==> config.mk <==
export PLATFORM = sky130hd
export DESIGN_NAME = fc_pool_writer
export DESIGN_NICKNAME = d
export VERILOG_FILES = /design/src/rtl/fc_pool_pkg.sv /design/src/rtl/fc_pool_lane.sv /design/src/rtl/fc_pool_writer.sv
export SDC_FILE = /design/constraint.sdc
export NUM_CORES = 2
export LEC_CHECK = 0
export CAP_MARGIN = 30
export CELL_PAD_IN_SITES_DETAIL_PLACEMENT = 0
export CELL_PAD_IN_SITES_GLOBAL_PLACEMENT = 1
export CORE_ASPECT_RATIO = 0.5
export CORE_MARGIN = 3
export CORE_UTILIZATION = 41
export DETAILED_ROUTE_END_ITERATION = 7
export PLACE_DENSITY = 0.95
export SYNTH_ARGS = -nofsm -noshare
export SYNTH_HDL_FRONTEND = slang
export SYNTH_HIERARCHICAL = 1
export SYNTH_SLANG_ARGS = --single-unit
export TNS_END_PERCENT = 100
==> constraint.sdc <==
create_clock -name clk -period 8.2 [get_ports clk]
set_input_delay 1.23 -clock clk [delete_from_list [all_inputs] [get_ports clk]]
set_output_delay 1.23 -clock clk [all_outputs]
set_load 0.02 [all_outputs]
==> src/rtl/fc_pool_pkg.sv <==
// Shared types and constant helpers for the pooled FC buffer writer.
package fc_pool_pkg;

  typedef enum logic {
    PoolMax = 1'b0,
    PoolAvg = 1'b1
  } pool_mode_e;

  typedef enum logic [1:0] {
    StIdle,
    StAccum,
    StEmit,
    StDone
  } pool_state_e;

  function automatic int unsigned ceil_div(int unsigned a, int unsigned b);
    return (a + b - 1) / b;
  endfunction

  function automatic int unsigned clog2(int unsigned v);
    int unsigned r;
    r = 0;
    for (int i = 0; i < 32; i++) begin
      if ((64'd1 << i) < {32'd0, v}) r = i + 1;
    end
    return r;
  endfunction

  // Counter width that stays legal when the count is 1.
  function automatic int unsigned cnt_w(int unsigned n);
    return (clog2(n) > 0) ? clog2(n) : 1;
  endfunction

endpackage

==> src/rtl/fc_pool_lane.sv <==
// One output column/channel accumulator: folds POOL pixels of a row into a
// running max or sum and presents the pooled result.
module fc_pool_lane
  import fc_pool_pkg::*;
#(
  parameter int unsigned DATA_WIDTH = 8,
  parameter int unsigned POOL       = 2
) (
  input  logic                            clk,
  input  logic                            rst,
  input  logic                            load,
  input  logic                            first,
  input  pool_mode_e                      mode,
  input  logic [POOL-1:0][DATA_WIDTH-1:0] pix,
  output logic [DATA_WIDTH-1:0]           result
);

  localparam int unsigned SH    = 2 * clog2(POOL);
  localparam int unsigned ACC_W = DATA_WIDTH + SH;

  logic signed [ACC_W-1:0] acc_q, acc_d;
  logic signed [ACC_W-1:0] row_max, row_sum, pix_ext;
  logic        [ACC_W-1:0] rnd;
  logic                    unused_rnd_lsb;

  always_comb begin
    pix_ext = '0;
    row_max = {{SH{pix[0][DATA_WIDTH-1]}}, pix[0]};
    row_sum = '0;
    for (int k = 0; k < int'(POOL); k++) begin
      pix_ext = {{SH{pix[k][DATA_WIDTH-1]}}, pix[k]};
      row_sum = row_sum + pix_ext;
      if (pix_ext > row_max) row_max = pix_ext;
    end

    acc_d = acc_q;
    if (load) begin
      if (mode == PoolMax) begin
        // Strict compare: an equal newcomer never replaces the held value.
        acc_d = (first || (row_max > acc_q)) ? row_max : acc_q;
      end else begin
        acc_d = first ? row_sum : acc_q + row_sum;
      end
    end
  end

  always_ff @(posedge clk) begin
    if (rst) acc_q <= '0;
    else     acc_q <= acc_d;
  end

  // Selecting bits above SH is the arithmetic shift; rounds half toward +inf.
  assign rnd            = acc_q + (ACC_W'(1) << (SH - 1));
  assign unused_rnd_lsb = ^rnd[SH-1:0];
  assign result         = (mode == PoolMax) ? acc_q[DATA_WIDTH-1:0] : rnd[SH +: DATA_WIDTH];

endmodule

==> src/rtl/fc_pool_writer.sv <==
// Pools conv output rows (max or rounded average) and writes the pooled pixels
// into a BATCH-banked FC buffer, stalling the input while each row is emitted.
module fc_pool_writer
  import fc_pool_pkg::*;
#(
  parameter int unsigned AF         = 3,
  parameter int unsigned BATCH      = 9,
  parameter int unsigned DATA_WIDTH = 8,
  parameter int unsigned C          = 512,
  parameter int unsigned W_IN       = 14,
  parameter int unsigned H_IN       = 14,
  parameter int unsigned POOL       = 2,
  parameter int unsigned ADDR_WIDTH = 32
) (
  input  logic                                        clk,
  input  logic                                        rst,
  input  logic                                        start,
  input  logic                                        mode,
  output logic                                        busy,
  output logic                                        done,
  input  logic                                        in_valid,
  output logic                                        in_ready,
  input  logic [W_IN-1:0][AF-1:0][DATA_WIDTH-1:0]     in_data,
  output logic [BATCH-1:0][AF-1:0]                    wr_en,
  output logic [BATCH-1:0][ADDR_WIDTH-1:0]            wr_addr,
  output logic [BATCH-1:0][AF-1:0][DATA_WIDTH-1:0]    wr_data
);

  localparam int unsigned G     = ceil_div(C, AF);
  localparam int unsigned W_OUT = W_IN / POOL;
  localparam int unsigned H_OUT = H_IN / POOL;
  localparam int unsigned BW    = cnt_w(BATCH);
  localparam int unsigned YW    = cnt_w(H_OUT);
  localparam int unsigned GW    = cnt_w(G);
  localparam int unsigned XW    = cnt_w(W_OUT);
  localparam int unsigned RW    = cnt_w(POOL);

  if (!(POOL == 2 || POOL == 4)) begin : g_bad_pool
    $error("fc_pool_writer: POOL must be 2 or 4");
  end
  if (W_IN == 0 || (W_IN % POOL) != 0) begin : g_bad_w
    $error("fc_pool_writer: W_IN must be a non-zero multiple of POOL");
  end
  if (H_IN == 0 || (H_IN % POOL) != 0) begin : g_bad_h
    $error("fc_pool_writer: H_IN must be a non-zero multiple of POOL");
  end
  if (AF == 0 || BATCH == 0 || C == 0 || DATA_WIDTH < 2 || ADDR_WIDTH == 0) begin : g_bad_dim
    $error("fc_pool_writer: AF, BATCH, C, ADDR_WIDTH must be non-zero, DATA_WIDTH >= 2");
  end

  pool_state_e state_q, state_d;
  pool_mode_e  mode_q, mode_d;
  logic [BW-1:0] batch_q, batch_d;
  logic [YW-1:0] oy_q, oy_d;
  logic [GW-1:0] g_q, g_d;
  logic [RW-1:0] r_q, r_d;
  logic [XW-1:0] ox_q, ox_d;

  logic lane_load, lane_first, emit;
  logic [ADDR_WIDTH-1:0] addr;
  logic [W_OUT-1:0][AF-1:0][DATA_WIDTH-1:0] lane_res;

  always_comb begin
    state_d    = state_q;
    mode_d     = mode_q;
    batch_d    = batch_q;
    oy_d       = oy_q;
    g_d        = g_q;
    r_d        = r_q;
    ox_d       = ox_q;
    busy       = 1'b0;
    done       = 1'b0;
    in_ready   = 1'b0;
    lane_load  = 1'b0;
    lane_first = 1'b0;
    emit       = 1'b0;
    unique case (state_q)
      StIdle: begin
        if (start) begin
          state_d = StAccum;
          mode_d  = pool_mode_e'(mode);
          batch_d = '0;
          oy_d    = '0;
          g_d     = '0;
          r_d     = '0;
          ox_d    = '0;
        end
      end
      StAccum: begin
        busy     = 1'b1;
        in_ready = 1'b1;
        if (in_valid) begin
          lane_load  = 1'b1;
          lane_first = (r_q == '0);
          if (r_q == RW'(POOL - 1)) begin
            r_d     = '0;
            ox_d    = '0;
            state_d = StEmit;
          end else begin
            r_d = r_q + 1'b1;
          end
        end
      end
      StEmit: begin
        busy = 1'b1;
        emit = 1'b1;
        if (ox_q == XW'(W_OUT - 1)) begin
          ox_d    = '0;
          state_d = StAccum;
          if (g_q == GW'(G - 1)) begin
            g_d = '0;
            if (oy_q == YW'(H_OUT - 1)) begin
              oy_d = '0;
              if (batch_q == BW'(BATCH - 1)) begin
                batch_d = '0;
                state_d = StDone;
              end else begin
                batch_d = batch_q + 1'b1;
              end
            end else begin
              oy_d = oy_q + 1'b1;
            end
          end else begin
            g_d = g_q + 1'b1;
          end
        end else begin
          ox_d = ox_q + 1'b1;
        end
      end
      StDone: begin
        done    = 1'b1;
        state_d = StIdle;
      end
      default: state_d = StIdle;
    endcase
  end

  always_ff @(posedge clk) begin
    if (rst) begin
      state_q <= StIdle;
      mode_q  <= PoolMax;
      batch_q <= '0;
      oy_q    <= '0;
      g_q     <= '0;
      r_q     <= '0;
      ox_q    <= '0;
    end else begin
      state_q <= state_d;
      mode_q  <= mode_d;
      batch_q <= batch_d;
      oy_q    <= oy_d;
      g_q     <= g_d;
      r_q     <= r_d;
      ox_q    <= ox_d;
    end
  end

  assign addr = ((ADDR_WIDTH'(oy_q) * ADDR_WIDTH'(G)) + ADDR_WIDTH'(g_q)) * ADDR_WIDTH'(W_OUT)
              + ADDR_WIDTH'(ox_q);

  // Only the bank of the current batch image sees the write; the rest stay 0.
  always_comb begin
    wr_en   = '0;
    wr_addr = '0;
    wr_data = '0;
    if (emit) begin
      for (int b = 0; b < int'(BATCH); b++) begin
        if (batch_q == BW'(b)) begin
          wr_en[b]   = '1;
          wr_addr[b] = addr;
          wr_data[b] = lane_res[ox_q];
        end
      end
    end
  end

  for (genvar ox = 0; ox < int'(W_OUT); ox++) begin : g_col
    for (genvar a = 0; a < int'(AF); a++) begin : g_ch
      logic [POOL-1:0][DATA_WIDTH-1:0] pix;
      for (genvar k = 0; k < int'(POOL); k++) begin : g_pix
        assign pix[k] = in_data[ox*POOL+k][a];
      end
      fc_pool_lane #(
        .DATA_WIDTH(DATA_WIDTH),
        .POOL      (POOL)
      ) u_lane (
        .clk   (clk),
        .rst   (rst),
        .load  (lane_load),
        .first (lane_first),
        .mode  (mode_q),
        .pix   (pix),
        .result(lane_res[ox][a])
      );
    end
  end

endmodule

==> metrics.md <==
| Metric | Value |
|---|---|
| Outcome | complete, no violations |
| Leakage | 25.6 nW |
| Most frequent cells after synthesis | nor2_1, ha_1, inv_1 |
| Share of layout cells above drive strength 1 | under 10% |
| Sequential area share after synthesis | 8.87% |
| EDFF count, synth | 0 |
| Die H | ~260 um |
| Most used cell, CP | ha_1 |
| DRT Pass-1 Iters | 6 |
| Final Setup Violations | 0 |
| Reg2reg end | g_col[5].g_ch[2].u_lane/acc_q[4] |
| Detailed Route WL | roughly 180 mm |
| Rows | 92 |
| Slew HR | 25.9% |
| Max clock buf depth | 3 |
| Final Cycle Share | 94.3% |
| Seq cells post-synth | 232 |
| PortBufs | 721 |
| Area grow syn2layout | 17.6% |
| Area leader, netlist | ha_1 |
| Worst slew pin tran | 1.08 ns |
| Wire per inst | 19.6 um |
| Initial DRC Count | between 4k and 5k |
| Routed Antenna Nets | 0 |
| WP depth | 21 |
| Mapped Cells | 7110 |
| Buf/Inv on CP | 3 |
| Hold_sp | state_q[1] |
| Reg2reg setup slack | between 4 and 5 ns |
| Max incr delay on CP | around 0.60 ns |
| Synthesized area per cell | ~7.4 um2 |
| Drt drc | 0 |
| Power Density | between 150 and 200 mW/mm2 |
| Post-CTS sizing | 0 |
| GRT overflow | 0 |
| Crit Path Class | reg -> out |
| Slowest cell on crit path | a21oi_2 |
| GR Util All Layers | 26.0% |
| FF-to-FF Start | mode_q |
| Clock sink count | 232 |
| Worst slack at placement | 1.16 ns |
| Max Slew Vio Count | 0 |
| Die area | 0.132 mm2 |
| Number of global-route vias before repair | slightly below 50k |
| CTS Hold Bufs | 0 |
| Placed instance count | 9290 |
| H-tree depth | 1 |
| Synth area leaders | ha_1, dfxtp_1, nor2_1, a21oi_1, inv_1 |
| Crit path DAT | about 6.5 ns |
| Most used flip-flop cell after synthesis | dfxtp_1 |
| Clk_skew | 0.0306 ns |
| Setup WS post-layout | between 0.4 and 0.5 ns |
| Post-synth cell types | 101 |
| I/O Pins | 875 |
| First-pass GRT wire length | around 280 mm |
| Gpl congestion | 0.947 |
| Non-Filler Instances | 9367 |
| Clk slew on worst S/H paths | around 0.060 ns |
| Final hold violations | 0 |
| Req. time, crit path | 6.97 ns |
| Initial antenna violation count | 23 |
| Setup_tns | 0 ns |
| Hold Crit Depth | 2 |
| Family with the most delay on the worst path | adder cells |
| Min Hold Slack | 0.514 ns |
| Die width | 511 um |
| Startpoint types | flip-flop |
| Root Driver | clkbuf_16 |
| TritonCTS clock tree | built |
| Max Freq | 0.129 GHz |
| Fraction of registers with async set or reset after synthesis | 0% |
| Starting Density | 41.4% |
| Critical path, cell by cell | inv_1, ha_1, inv_1, ha_1, ha_1, fa_1, a211oi_1, o21bai_1, nand2_1, nor2_1, a211oi_2, ha_1, ha_1, ha_1, a21oi_1, o21ai_1, a211oi_1, o22ai_2, a21oi_2, nor2_1, clkdlybuf4s50_1 |
| RSZ-0062 raised after global routing | false |
| Fin crit period | slightly below 8 ns |
| Hold WC Path Type | reg -> reg |
| Fin nets | ~8.8k |
| Largest net degree at the start of global routing | 131 |
| Drt via density | 5.77 |
| Crit Path Max Fanout | 9 |
| Peak VDD IR | 252 uV |
| Detail Placement HPWL | 148 mm |
| Crit. End Element | output port |
| Via count | approximately 54k |
| Max Cap Viol | 0 |
| Clock latency on the worst-skew pair | 0.61 ns |
| Post-synth top area share | approximately a fifth |
| Worst Reg-to-Reg Cells | 8 |
| Total CTS buffers | 29 |
| Mapped Area | 0.0524 mm2 |
| CORE AREA | 0.126 mm2 |
| YS warnings | 6 |
| Hold EP | state_q[1] |
| Setup Buffers After CTS | 0 |
| Top-count cell post-synth | nor2_1 |
## how the worst max path moves through the flow
stage	start	endpoint	slack (ns)
2_1_floorplan	in_valid	g_col[0].g_ch[0].u_lane/acc_q[3]	1.41
3_3_place_gp	oy_q[0]	wr_addr[238]	1.18
3_5_place_dp	oy_q[0]	wr_addr[14]	1.16
4_1_cts	oy_q[0]	wr_addr[110]	0.47
5_1_grt	oy_q[0]	wr_addr[174]	0.09
6_report	oy_q[0]	wr_addr[238]	0.46
## worst min-delay path: cells and delay by family (launching register included)
family / cells / cell delay, ns
DFF: 1 / 0.35
AOI/OAI and AO/OA: 1 / 0.05
and+or+nand+nor: 1 / 0.07
## state kept, by name (all words and copies together) (netlist names)
name                     flops
g_col.g_ch.u_lane/acc_q    210
g_q                          8
batch_q                      4
ox_q                         3
oy_q                         3
state_q                      2
mode_q                       1
r_q                          1
## where the power goes
group          total, mW  switching [mW]  internal [mW]
registers           1.78           0.428           1.35
logic               7.68            4.74           2.94
clock network       1.49           0.603          0.886
## routing by layer
metal / GRT usage [%] / wire [um] / up-vias
met5: 0 / 36 / -
met4: 8.80 / 5990 / 4
met3: 3.20 / 11100 / 246
met2: 43.2 / 85300 / 1671
met1: 34.6 / 80900 / 25560
li1: - / - / 26547
## cells in the final DEF (no fill, tap or decap), types with 53 or more instances in the layout
master,synthesis,final
o21ai_0,353,353
o31ai_1,61,61
dfxtp_1,232,228
clkdlybuf4s50_1,0,720
a21o_1,117,117
a21oi_1,545,545
o211ai_1,55,55
conb_1,1,153
inv_1,655,655
nor2_1,931,931
nand3_1,196,187
ha_1,813,813
xnor2_1,200,200
nor3_1,112,112
xor2_1,94,94
nor2b_1,77,75
o21bai_1,86,86
nand4_1,146,146
nand2_1,402,402
or4_1,58,58
mux2i_1,168,168
mux2_2,127,127
nand2b_1,111,111
o22ai_1,62,62
fa_1,53,53
or3_1,63,63
a211oi_1,194,194
## through the flow
step	power, mW	area (um2)	util (%)
floorplan	7.21	52900	-
global placement	9.17	60300	47.7
detailed placement	9.31	60400	47.8
CTS	10.9	61500	48.7
global route	11.9	61600	48.7
finish	11.0	61600	48.7
## logic make-up (layout without fill, tap and decap cells)
kind of cell,count (synthesis),count (layout),share of synthesized area [%]
AND/OR/NAND/NOR,2268,2268,20.8
AO/OA/AOI/OAI,1994,1994,26.6
buffers and inverters,1107,1499,9.53
adder cells (fa/ha/maj),868,868,21.5
multiplexers,342,342,7.65
XOR/XNOR,298,298,5.04
flip-flops,232,232,8.87
other,1,174,0.00716
## layout make-up
cell class | instances | area [um2]
clock inverters | 18 | 249
fillers | 12483 | 64800
repair buffers | 787 | 7870
flip-flops and latches | 232 | 4660
clock buffers | 35 | 808
multi-input cells | 5923 | 43400
diodes | 21 | 52.6
inverters | 659 | 2470
well taps | 1692 | 2120
(Power assumes the default switching activity.)
